==> src/rtl/taylor_trig_accel_if.sv <==
// Host-side handshake and data bundle for the Taylor-series trig accelerator.
interface taylor_trig_accel_if #(
  parameter int unsigned W  = 16,
  parameter int unsigned NW = 4
);
  logic                  start;
  logic                  mode;
  logic [W-1:0]          x_in;
  logic [NW-1:0]         n_terms;
  logic                  busy;
  logic                  done;
  logic signed [W+1:0]   result;

  modport master (
    output start, mode, x_in, n_terms,
    input  busy, done, result
  );

  modport slave (
    input  start, mode, x_in, n_terms,
    output busy, done, result
  );
endinterface

==> src/rtl/taylor_trig_accel.sv <==
// Multi-cycle cos/sin evaluator: alternating Taylor series built by repeated
// multiplication by x^2 and a reciprocal coefficient ROM, one term per 3 cycles.
module taylor_trig_accel #(
  parameter int unsigned W         = 16,
  parameter int unsigned MAX_TERMS = 8,
  parameter int unsigned NW        = 4
) (
  input logic                clk,
  input logic                rst,
  taylor_trig_accel_if.slave bus
);

  typedef enum logic [2:0] {
    StIdle,
    StLoad,
    StMulx,
    StMulc,
    StAcc,
    StDone
  } state_e;

  // ROM entry k: cos divides by (2k+1)(2k+2), sin by (2k+2)(2k+3)
  function automatic logic [W-1:0] coef_calc(input bit sin_mode, input int k);
    longint unsigned den;
    den = sin_mode ? longint'((2 * k + 2) * (2 * k + 3)) : longint'((2 * k + 1) * (2 * k + 2));
    return W'((64'd1 << W) / den);
  endfunction

  logic [W-1:0] w_coef_cos [2**NW];
  logic [W-1:0] w_coef_sin [2**NW];

  for (genvar g = 0; g < 2**NW; g++) begin : g_rom
    if (g < int'(MAX_TERMS) - 1) begin : g_used
      assign w_coef_cos[g] = coef_calc(1'b0, g);
      assign w_coef_sin[g] = coef_calc(1'b1, g);
    end else begin : g_unused
      assign w_coef_cos[g] = '0;
      assign w_coef_sin[g] = '0;
    end
  end

  state_e              r_state, w_state_d;
  logic [W-1:0]        r_x, w_x_d;
  logic                r_mode, w_mode_d;
  logic [NW-1:0]       r_n, w_n_d;
  logic [W-1:0]        r_xsq, w_xsq_d;
  logic [W:0]          r_term, w_term_d;
  logic signed [W+1:0] r_acc, w_acc_d;
  logic [NW-1:0]       r_k, w_k_d;
  logic signed [W+1:0] r_result, w_result_d;

  logic [NW-1:0]       w_n_eff;
  logic [W-1:0]        w_coef;
  logic [2*W-1:0]      w_sq;
  logic [2*W:0]        w_mul_x;
  logic [2*W:0]        w_mul_c;
  logic [W:0]          w_init;
  logic signed [W+1:0] w_term_ext;

  always_comb begin
    if (bus.n_terms == '0) begin
      w_n_eff = NW'(1);
    end else if (bus.n_terms > NW'(MAX_TERMS)) begin
      w_n_eff = NW'(MAX_TERMS);
    end else begin
      w_n_eff = bus.n_terms;
    end
  end

  assign w_coef     = r_mode ? w_coef_sin[r_k] : w_coef_cos[r_k];
  assign w_sq       = r_x * r_x;
  assign w_mul_x    = r_term * r_xsq;
  assign w_mul_c    = r_term * w_coef;
  assign w_init     = r_mode ? {1'b0, r_x} : {1'b1, W'(0)};
  assign w_term_ext = signed'({1'b0, r_term});

  always_comb begin
    w_state_d  = r_state;
    w_x_d      = r_x;
    w_mode_d   = r_mode;
    w_n_d      = r_n;
    w_xsq_d    = r_xsq;
    w_term_d   = r_term;
    w_acc_d    = r_acc;
    w_k_d      = r_k;
    w_result_d = r_result;
    unique case (r_state)
      StIdle: begin
        if (bus.start) begin
          w_x_d     = bus.x_in;
          w_mode_d  = bus.mode;
          w_n_d     = w_n_eff;
          w_state_d = StLoad;
        end
      end
      StLoad: begin
        w_xsq_d  = W'(w_sq >> W);
        w_term_d = w_init;
        w_acc_d  = signed'({1'b0, w_init});
        w_k_d    = '0;
        if (r_n > NW'(1)) begin
          w_state_d = StMulx;
        end else begin
          w_result_d = signed'({1'b0, w_init});
          w_state_d  = StDone;
        end
      end
      StMulx: begin
        w_term_d  = (W+1)'(w_mul_x >> W);
        w_state_d = StMulc;
      end
      StMulc: begin
        w_term_d  = (W+1)'(w_mul_c >> W);
        w_state_d = StAcc;
      end
      StAcc: begin
        // Even k subtracts: the series alternates starting with a minus
        w_acc_d = r_k[0] ? (r_acc + w_term_ext) : (r_acc - w_term_ext);
        w_k_d   = r_k + NW'(1);
        if ((r_k + NW'(2)) < r_n) begin
          w_state_d = StMulx;
        end else begin
          w_result_d = w_acc_d;
          w_state_d  = StDone;
        end
      end
      StDone: begin
        w_state_d = StIdle;
      end
      default: begin
        w_state_d = StIdle;
      end
    endcase
  end

  always_ff @(posedge clk or negedge rst) begin
    if (!rst) begin
      r_state  <= StIdle;
      r_x      <= '0;
      r_mode   <= 1'b0;
      r_n      <= '0;
      r_xsq    <= '0;
      r_term   <= '0;
      r_acc    <= '0;
      r_k      <= '0;
      r_result <= '0;
    end else begin
      r_state  <= w_state_d;
      r_x      <= w_x_d;
      r_mode   <= w_mode_d;
      r_n      <= w_n_d;
      r_xsq    <= w_xsq_d;
      r_term   <= w_term_d;
      r_acc    <= w_acc_d;
      r_k      <= w_k_d;
      r_result <= w_result_d;
    end
  end

  assign bus.busy   = (r_state != StIdle);
  assign bus.done   = (r_state == StDone);
  assign bus.result = r_result;

endmodule

==> src/flat_wrapper.sv <==
// flat-port wrapper written by rule: the top's interface ports become plain ports
module taylor_trig_accel_flat 
#(
  parameter int unsigned W         = 16,
  parameter int unsigned MAX_TERMS = 8,
  parameter int unsigned NW        = 4
)
  (clk, rst, bus_start, bus_mode, bus_x_in, bus_n_terms, bus_busy, bus_done, bus_result);
  taylor_trig_accel_if #(.W(W), .NW(NW)) bus_i ();
  input logic clk;
  input logic rst;
  input wire logic [$bits(bus_i.start)-1:0] bus_start;
  input wire logic [$bits(bus_i.mode)-1:0] bus_mode;
  input wire logic [$bits(bus_i.x_in)-1:0] bus_x_in;
  input wire logic [$bits(bus_i.n_terms)-1:0] bus_n_terms;
  output wire logic [$bits(bus_i.busy)-1:0] bus_busy;
  output wire logic [$bits(bus_i.done)-1:0] bus_done;
  output wire logic [$bits(bus_i.result)-1:0] bus_result;
  assign bus_i.start = bus_start;
  assign bus_i.mode = bus_mode;
  assign bus_i.x_in = bus_x_in;
  assign bus_i.n_terms = bus_n_terms;
  assign bus_busy = bus_i.busy;
  assign bus_done = bus_i.done;
  assign bus_result = bus_i.result;
  taylor_trig_accel #(.W(W), .MAX_TERMS(MAX_TERMS), .NW(NW)) u_core (.clk(clk), .rst(rst), .bus(bus_i));
endmodule
==> config.mk <==
export PLATFORM = sky130hd
export DESIGN_NAME = taylor_trig_accel_flat
export DESIGN_NICKNAME = d
export VERILOG_FILES = /design/src/rtl/taylor_trig_accel_if.sv /design/src/rtl/taylor_trig_accel.sv /design/src/flat_wrapper.sv
export SDC_FILE = /design/constraint.sdc
export NUM_CORES = 2
export LEC_CHECK = 0
export CORE_MARGIN = 2
export CORE_UTILIZATION = 60
export CTS_CLUSTER_DIAMETER = 40
export CTS_CLUSTER_SIZE = 24
export DETAILED_ROUTE_END_ITERATION = 6
export HOLD_SLACK_MARGIN = 0.12
export PLACE_DENSITY = 0.77
export SLEW_MARGIN = 20
export SYNTH_ARGS = -nofsm -noshare
export SYNTH_HDL_FRONTEND = slang
export SYNTH_SLANG_ARGS = --single-unit
==> constraint.sdc <==
create_clock -name clk -period 17 [get_ports clk]
set_input_delay 4.25 -clock clk [delete_from_list [all_inputs] [get_ports clk]]
set_output_delay 4.25 -clock clk [all_outputs]
set_load 0.02 [all_outputs]
* Word-level counts from Yosys, hierarchy flattened
Memories as Yosys holds them, arrays and structs flattened.
Index checks and enable logic that the tools add are counted.
** Cells by class
- $add $sub $neg :: 4
- $mul :: 3
- Magnitude comparators :: 4
- Equality and inequality tests :: 8
- Mux-type cells :: 19
- Bitwise logic cells :: 1
- Reductions and logical operators :: 7
** Operators by type and width (count)
- $mux 16 :: 5
- $pmux 18 s2 :: 2
- $mul 17x16->33 :: 2
- $mux 18 :: 3
- $pmux 17 s3 :: 1
- $mul 16x16->32 :: 1
- $add 18x18->18 :: 1
- $sub 18x18->18 :: 1
- $mux 17 :: 1
- $pmux 3 s5 :: 1
- $mux 3 :: 3
- $mux 4 :: 2
- $pmux 4 s2 :: 1
- $eq 3x2->1 const B :: 2
- $eq 3x3->1 const B :: 2
- $ne 2x2->1 const B :: 3
- $reduce_bool 3->1 :: 2
- $ge 5x5->1 const B :: 1
- $not 4->5 :: 1
- $add 4x1->4 const B :: 1
- $add 4x2->4 const B :: 1
- $gt 4x1->1 const B :: 1
- $gt 4x4->1 const B :: 1
- $logic_not 4->1 :: 1
- other kinds (6) :: 6
** Word-level totals
- Register bits after elaboration :: 97
- Memory bits (read-only) :: 512
- Input port bits :: 24
- Output and inout bits :: 20
- Word-level logic and storage cells :: 57
- Memories kept :: 2
** Memory list
- (no name shown) :: depth 16, width 16, read ports 1, clocked after Yosys merged registers in 0, write ports 0, RTL line taylor_trig_accel.sv:70 : assign w_coef = r_mode ? w_coef_sin[r_k] : w_coef_cos[r_k];
- (no name shown) :: depth 16, width 16, read ports 1, clocked after Yosys merged registers in 0, write ports 0, RTL line taylor_trig_accel.sv:70

* Depth between registers and ports, before layout
- Depth after elaboration :: 7
- Mapped depth :: 31
- Depth with buffers taken out :: 29

* Worst setup path before layout
OpenSTA, ideal clock, no wires.
- Kind :: reg2reg
- From :: register u_core.r_mode
- To :: register u_core.r_term[13]
- Setup time :: 0.136 ns
- Data arrival time :: 7.217 ns
- Required time :: 16.864 ns
- Path slack :: 9.647 ns
- Cell stages (with the launch flop) :: 28
- Buffers on the path :: 4
- Period minus slack after synthesis :: 7.353 ns
- Cells stage by stage :: dfrtp_1 > buf_2 > buf_1 > nor2_1 > a211oi_1 > clkbuf_1 > nand2_1 > fa_1 > fa_1 > inv_1 > fa_1 > fa_1 > fa_1 > inv_1 > fa_1 > inv_1 > ha_1 > clkbuf_1 > nand3_1 > nor3_1 > nand2_1 > nor4_2 > nor2_2 > o221ai_4 > a31oi_2 > xnor2_1 > a221oi_1 > o21ai_0
** On the way
- Word-level cells in the longest chain between the ends :: 3
- Elaborated cells on any way between the ends :: 4
- Those cells by class :: 1 x mul; 3 x mux
** Ends and longest elaborated chain
- start: declaration :: RTL line taylor_trig_accel.sv:44 : logic r_mode, w_mode_d;
- start signal: assignment :: RTL line taylor_trig_accel.sv:150 : r_mode <= w_mode_d;
- $mux 16 :: RTL line taylor_trig_accel.sv:70
- $mul 17x16->33 :: RTL line taylor_trig_accel.sv:73 : assign w_mul_c = r_term * w_coef;
- $pmux 17 s3 * :: RTL line taylor_trig_accel.sv:87 : unique case (r_state)
- end signal: assignment :: RTL line taylor_trig_accel.sv:153 : r_term <= w_term_d;
- end: declaration :: RTL line taylor_trig_accel.sv:47 : logic [W:0] r_term, w_term_d;
Every way passes the cells marked *; elsewhere a longest branch is shown, timed or not.
A chain may end at the register's enable or synchronous reset.

* Worst setup path in the final report
- From :: register u_core.r_k[0]
- To :: register u_core.r_term[13]
** On the way
- Word-level cells in the longest chain between the ends :: 7
- Elaborated cells on any way between the ends :: 10
- Those cells by class :: 1 x mul; 6 x mux; 1 x bitwise; 2 x memory
** Ends and longest elaborated chain
- start: declaration :: RTL line taylor_trig_accel.sv:49 : logic [NW-1:0] r_k, w_k_d;
- start signal: assignment :: RTL line taylor_trig_accel.sv:155 : r_k <= w_k_d;
- $not 4->5 (not written as such) * :: RTL line taylor_trig_accel.sv:70
- $mem_v2 16x16
- $mux 16 (not written as such) (2 in a row) :: RTL line taylor_trig_accel.sv:70
- $mux 16 * :: RTL line taylor_trig_accel.sv:70
- $mul 17x16->33 * :: RTL line taylor_trig_accel.sv:73
- $pmux 17 s3 * :: RTL line taylor_trig_accel.sv:87
Every way passes the cells marked *; elsewhere a longest branch is shown, timed or not. The select of a mux whose other input is x is not followed.

==> run_summary.xml <==
<?xml version="1.0" encoding="UTF-8"?>
<metrics>
  <group name="status">
    <metric name="outcome" unit="">completed</metric>
  </group>
  <group name="synth">
    <metric name="muxShareOfSynthArea" unit="%">0.250</metric>
    <metric name="synth_fa_ha_area_share" unit="%">53.5</metric>
    <metric name="number_of_warnings_printed_during_yosys_synthesis" unit="">0</metric>
    <metric name="post_synthesis_xor_xnor_area_fraction" unit="%">2.59</metric>
    <metric name="fraction_of_the_mapped_netlist_area_in_compound_gates" unit="%">7.34</metric>
    <metric name="main_combinational_cell_family_by_area_after_synthesis" unit="">adder cells</metric>
    <metric name="postSynthCellCount" unit="">3344</metric>
    <metric name="synth_simple_gate_area_share" unit="%">16.1</metric>
    <metric name="synth_async_sr_flop_share" unit="%">100</metric>
    <metric name="synth-main-ff-cell" unit="">dfrtp_1</metric>
    <metric name="netlist_area" unit="µm²">29100</metric>
    <metric name="synthesis.area_per_instance" unit="µm²">8.69</metric>
    <metric name="syn-num-nets" unit="">4273</metric>
    <metric name="synth.distinct_cells" unit="">75</metric>
    <metric name="yosys_register_bits" unit="">97</metric>
    <metric name="synth.yosys.seq_area_share" unit="%">8.35</metric>
    <metric name="post_synth_edffs" unit="">0</metric>
  </group>
  <group name="placed_design">
    <metric name="globalplace.congestion" unit="">0.935</metric>
    <metric name="detailedPlace.worstSlack" unit="ns">8.26</metric>
    <metric name="port_buffer_cells" unit="">43</metric>
    <metric name="detailed_placement_wirelength_estimate" unit="µm">58000</metric>
  </group>
  <group name="clock_tree">
    <metric name="cts.root.buffer_cell" unit="">clkbuf_16</metric>
    <metric name="clock_sink_count" unit="">97</metric>
    <metric name="cts_buffers" unit="">9</metric>
    <metric name="post_cts.resized_instances" unit="">0</metric>
    <metric name="clk_transition_reported_paths" unit="ns">0.08</metric>
    <metric name="clockBufferDepth" unit="">2</metric>
    <metric name="cts_tree" unit="">yes</metric>
    <metric name="cts_hold_buffers" unit="">0</metric>
    <metric name="clkLatencyLatePin" unit="ns">0.37</metric>
    <metric name="cts_setup_buffers" unit="">0</metric>
    <metric name="htreeDepth" unit="">3</metric>
  </group>
  <group name="detailed_routing">
    <metric name="post_drt_wl_per_cell" unit="µm">19.3</metric>
    <metric name="routed_wl" unit="µm">75100</metric>
    <metric name="drt_first_iter_violations" unit="">1357</metric>
    <metric name="first_pass_iters" unit="">5</metric>
    <metric name="drc" unit="">0</metric>
    <metric name="route.vias.total" unit="">22300</metric>
    <metric name="postRouteAntennaNets" unit="">0</metric>
    <metric name="routed_via_density" unit="">5.75</metric>
  </group>
  <group name="setup_path">
    <metric name="crit_fanout" unit="">25</metric>
    <metric name="cp_data_arrival_time" unit="ns">9.00</metric>
    <metric name="critPathCaptureType" unit="">register</metric>
    <metric name="worst_path_max_delay_cell" unit="">a311oi_4</metric>
    <metric name="critPathLaunchType" unit="">register</metric>
    <metric name="critPathTopFamily" unit="">adder cells</metric>
    <metric name="worst_path_most_repeated_cell" unit="">fa_1</metric>
    <metric name="critical_path.max_stage_delay" unit="ns">0.86</metric>
    <metric name="worstPathRequired" unit="ns">17.23</metric>
    <metric name="timing.critical_path.buf_inv" unit="">4</metric>
    <metric name="path_class" unit="">reg2reg</metric>
    <metric name="reg2reg_setup_slack" unit="ns">8.24</metric>
  </group>
  <group name="global_routing">
    <metric name="track_usage" unit="%">31.8</metric>
    <metric name="antenna_found_initial" unit="">0</metric>
    <metric name="grt_first_pass_wirelength" unit="µm">126000</metric>
    <metric name="grt_max_degree" unit="">68</metric>
    <metric name="grt_overflow_total" unit="">0</metric>
    <metric name="vias_in_the_first_global_route" unit="">24800</metric>
  </group>
  <group name="floorplanning">
    <metric name="dieArea" unit="µm²">50200</metric>
    <metric name="core_area" unit="µm²">47700</metric>
    <metric name="chipWidth" unit="µm">224</metric>
    <metric name="num_rows" unit="">80</metric>
    <metric name="boundaryPins" unit="">44</metric>
    <metric name="initial_core_util" unit="%">60.9</metric>
    <metric name="floorplan.die.height" unit="µm">224</metric>
  </group>
  <group name="flow_run">
    <metric name="drv.max_cap_violation_count" unit="">0</metric>
  </group>
  <group name="timing">
    <metric name="setup_viol_count_final" unit="">0</metric>
    <metric name="timing.hold.ws" unit="ns">0.541</metric>
    <metric name="timing.final.hold_violations" unit="">0</metric>
    <metric name="final.setup_skew" unit="ns">0.0133</metric>
    <metric name="timing.max_slew.rel_slack" unit="%">27.4</metric>
    <metric name="rsz_0062_raised_after_global_routing" unit="">false</metric>
    <metric name="setup_ws" unit="ns">8.24</metric>
    <metric name="fmax" unit="MHz">114</metric>
    <metric name="timing.final.crit_share" unit="%">51.6</metric>
    <metric name="final.setup.tns" unit="ns">0</metric>
    <metric name="finalMaxSlewViolations" unit="">0</metric>
    <metric name="min_period" unit="ns">8.76</metric>
    <metric name="timing_worst_slew_pin_value" unit="ns">1.08</metric>
  </group>
  <group name="layout">
    <metric name="design.final.nets" unit="">4190</metric>
    <metric name="area.growth.synth_to_final" unit="%">3.98</metric>
    <metric name="area.sequential" unit="µm²">2440</metric>
    <metric name="final_layout_size_suffix_gt1_share" unit="%">2.63</metric>
    <metric name="multi_input_comb_area" unit="µm²">23200</metric>
    <metric name="num-fill-cells" unit="">3949</metric>
  </group>
  <group name="worst_hold_path">
    <metric name="holdCritPathClass" unit="">reg2reg</metric>
  </group>
</metrics>
-- metrics by stage --
| step | instance area, µm² | util, % | instances |
|---|---|---|---|
| 2_1_floorplan | 29100 | - | 3344 |
| 3_3_place_gp | 29900 | 62.6 | 3864 |
| 3_5_place_dp | 29900 | 62.6 | 3864 |
| 4_1_cts | 30200 | 63.2 | 3880 |
| 5_1_grt | 30200 | 63.3 | 3881 |
| 6_report | 30200 | 63.3 | 3883 |
-- layout make-up --
type / instances / share of cell area (%)
Antenna cell: 2 / 0.0166
Clock buffer: 10 / 0.791
Clock inverter: 6 / 0.207
Inverter: 748 / 9.29
Multi-Input combinational cell: 2329 / 76.8
Sequential cell: 97 / 8.06
Tap cell: 615 / 2.55
Timing Repair Buffer: 76 / 2.26
-- placed cells by master (no fill, tap or decap), types with 42 or more instances in the layout --
master and n:
clkdlybuf4s50_1 42, nand2_1 485, ha_1 343, and2_1 235, a21oi_1 98, xnor2_1 51, o21ai_0 83, inv_1 746
fa_1 562, dfrtp_1 89, nor2_1 129
-- kinds of logic (layout without fill, tap and decap cells) --
kind of cell / after synthesis / after routing
other cells: 0 / 2
flops: 97 / 97
simple gates: 996 / 996
xor+xnor: 86 / 86
fa+ha+maj: 905 / 905
buf+inv: 918 / 840
mux: 7 / 7
compound gates: 335 / 335
-- per-layer routing --
metal	track usage (%)	up-vias	part of all wire, %
li1	-	9962	-
met4	13.5	0	4.6
met2	55.0	894	50
met1	40.5	11300	39
met5	0	-	0
met3	3.74	230	6.8
-- state kept, by name, summed over array words and instances (netlist names) --
name               flops
u_core.r_state         3
u_core.r_n             4
u_core.r_x            16
u_core.r_k             4
u_core.r_acc          18
u_core.r_term         17
u_core.bus.result     18
u_core.r_mode          1
u_core.r_xsq          16
-- final timing paths --
kind / from / endpoint / cells past startpoint
worst max register to register: u_core.r_k[0]$_DFFE_PN0P_ / u_core.r_term[13]$_DFFE_PN0P_ / 25
worst max-delay path: u_core.r_k[0]$_DFFE_PN0P_ / u_core.r_term[13]$_DFFE_PN0P_ / 25
worst min register to register: u_core.bus.result[12]$_DFFE_PN0P_ / u_core.bus.result[12]$_DFFE_PN0P_ / 2
worst min-delay path: u_core.bus.result[12]$_DFFE_PN0P_ / u_core.bus.result[12]$_DFFE_PN0P_ / 2
max in group asynchronous: rst / u_core.r_term[7]$_DFFE_PN0P_ / 2
min in group asynchronous: rst / u_core.bus.result[9]$_DFFE_PN0P_ / 1
-- cells in the mapped netlist, drive strengths merged, types with 12 or more instances --
| cell type | number | area, µm² |
|---|---|---|
| fa | 562 | 11300 |
| a21oi | 100 | 508 |
| a21o | 36 | 270 |
| and3 | 15 | 93.8 |
| a31oi | 27 | 175 |
| nor2 | 131 | 494 |
| nor2b | 12 | 75.1 |
| xor2 | 35 | 307 |
| nand2 | 485 | 1820 |
| dfrtp | 97 | 2430 |
| nor3 | 36 | 180 |
| xnor2 | 51 | 447 |
| nand3 | 21 | 105 |
| and2 | 235 | 1470 |
| o21ai | 87 | 435 |
| inv | 746 | 2800 |
| clkbuf | 156 | 586 |
| a221oi | 15 | 131 |
| ha | 343 | 4290 |
| buf | 14 | 58.8 |
-- worst min-delay path, delay by kind of cell, from the launching register on --
kind,cells,cell delay [ns]
simple gates,1,0.05
compound gates,1,0.10
flops,1,0.35
Power is not shown: default switching activity piles up to over one toggle a cycle in this logic, so the estimate is an artifact.
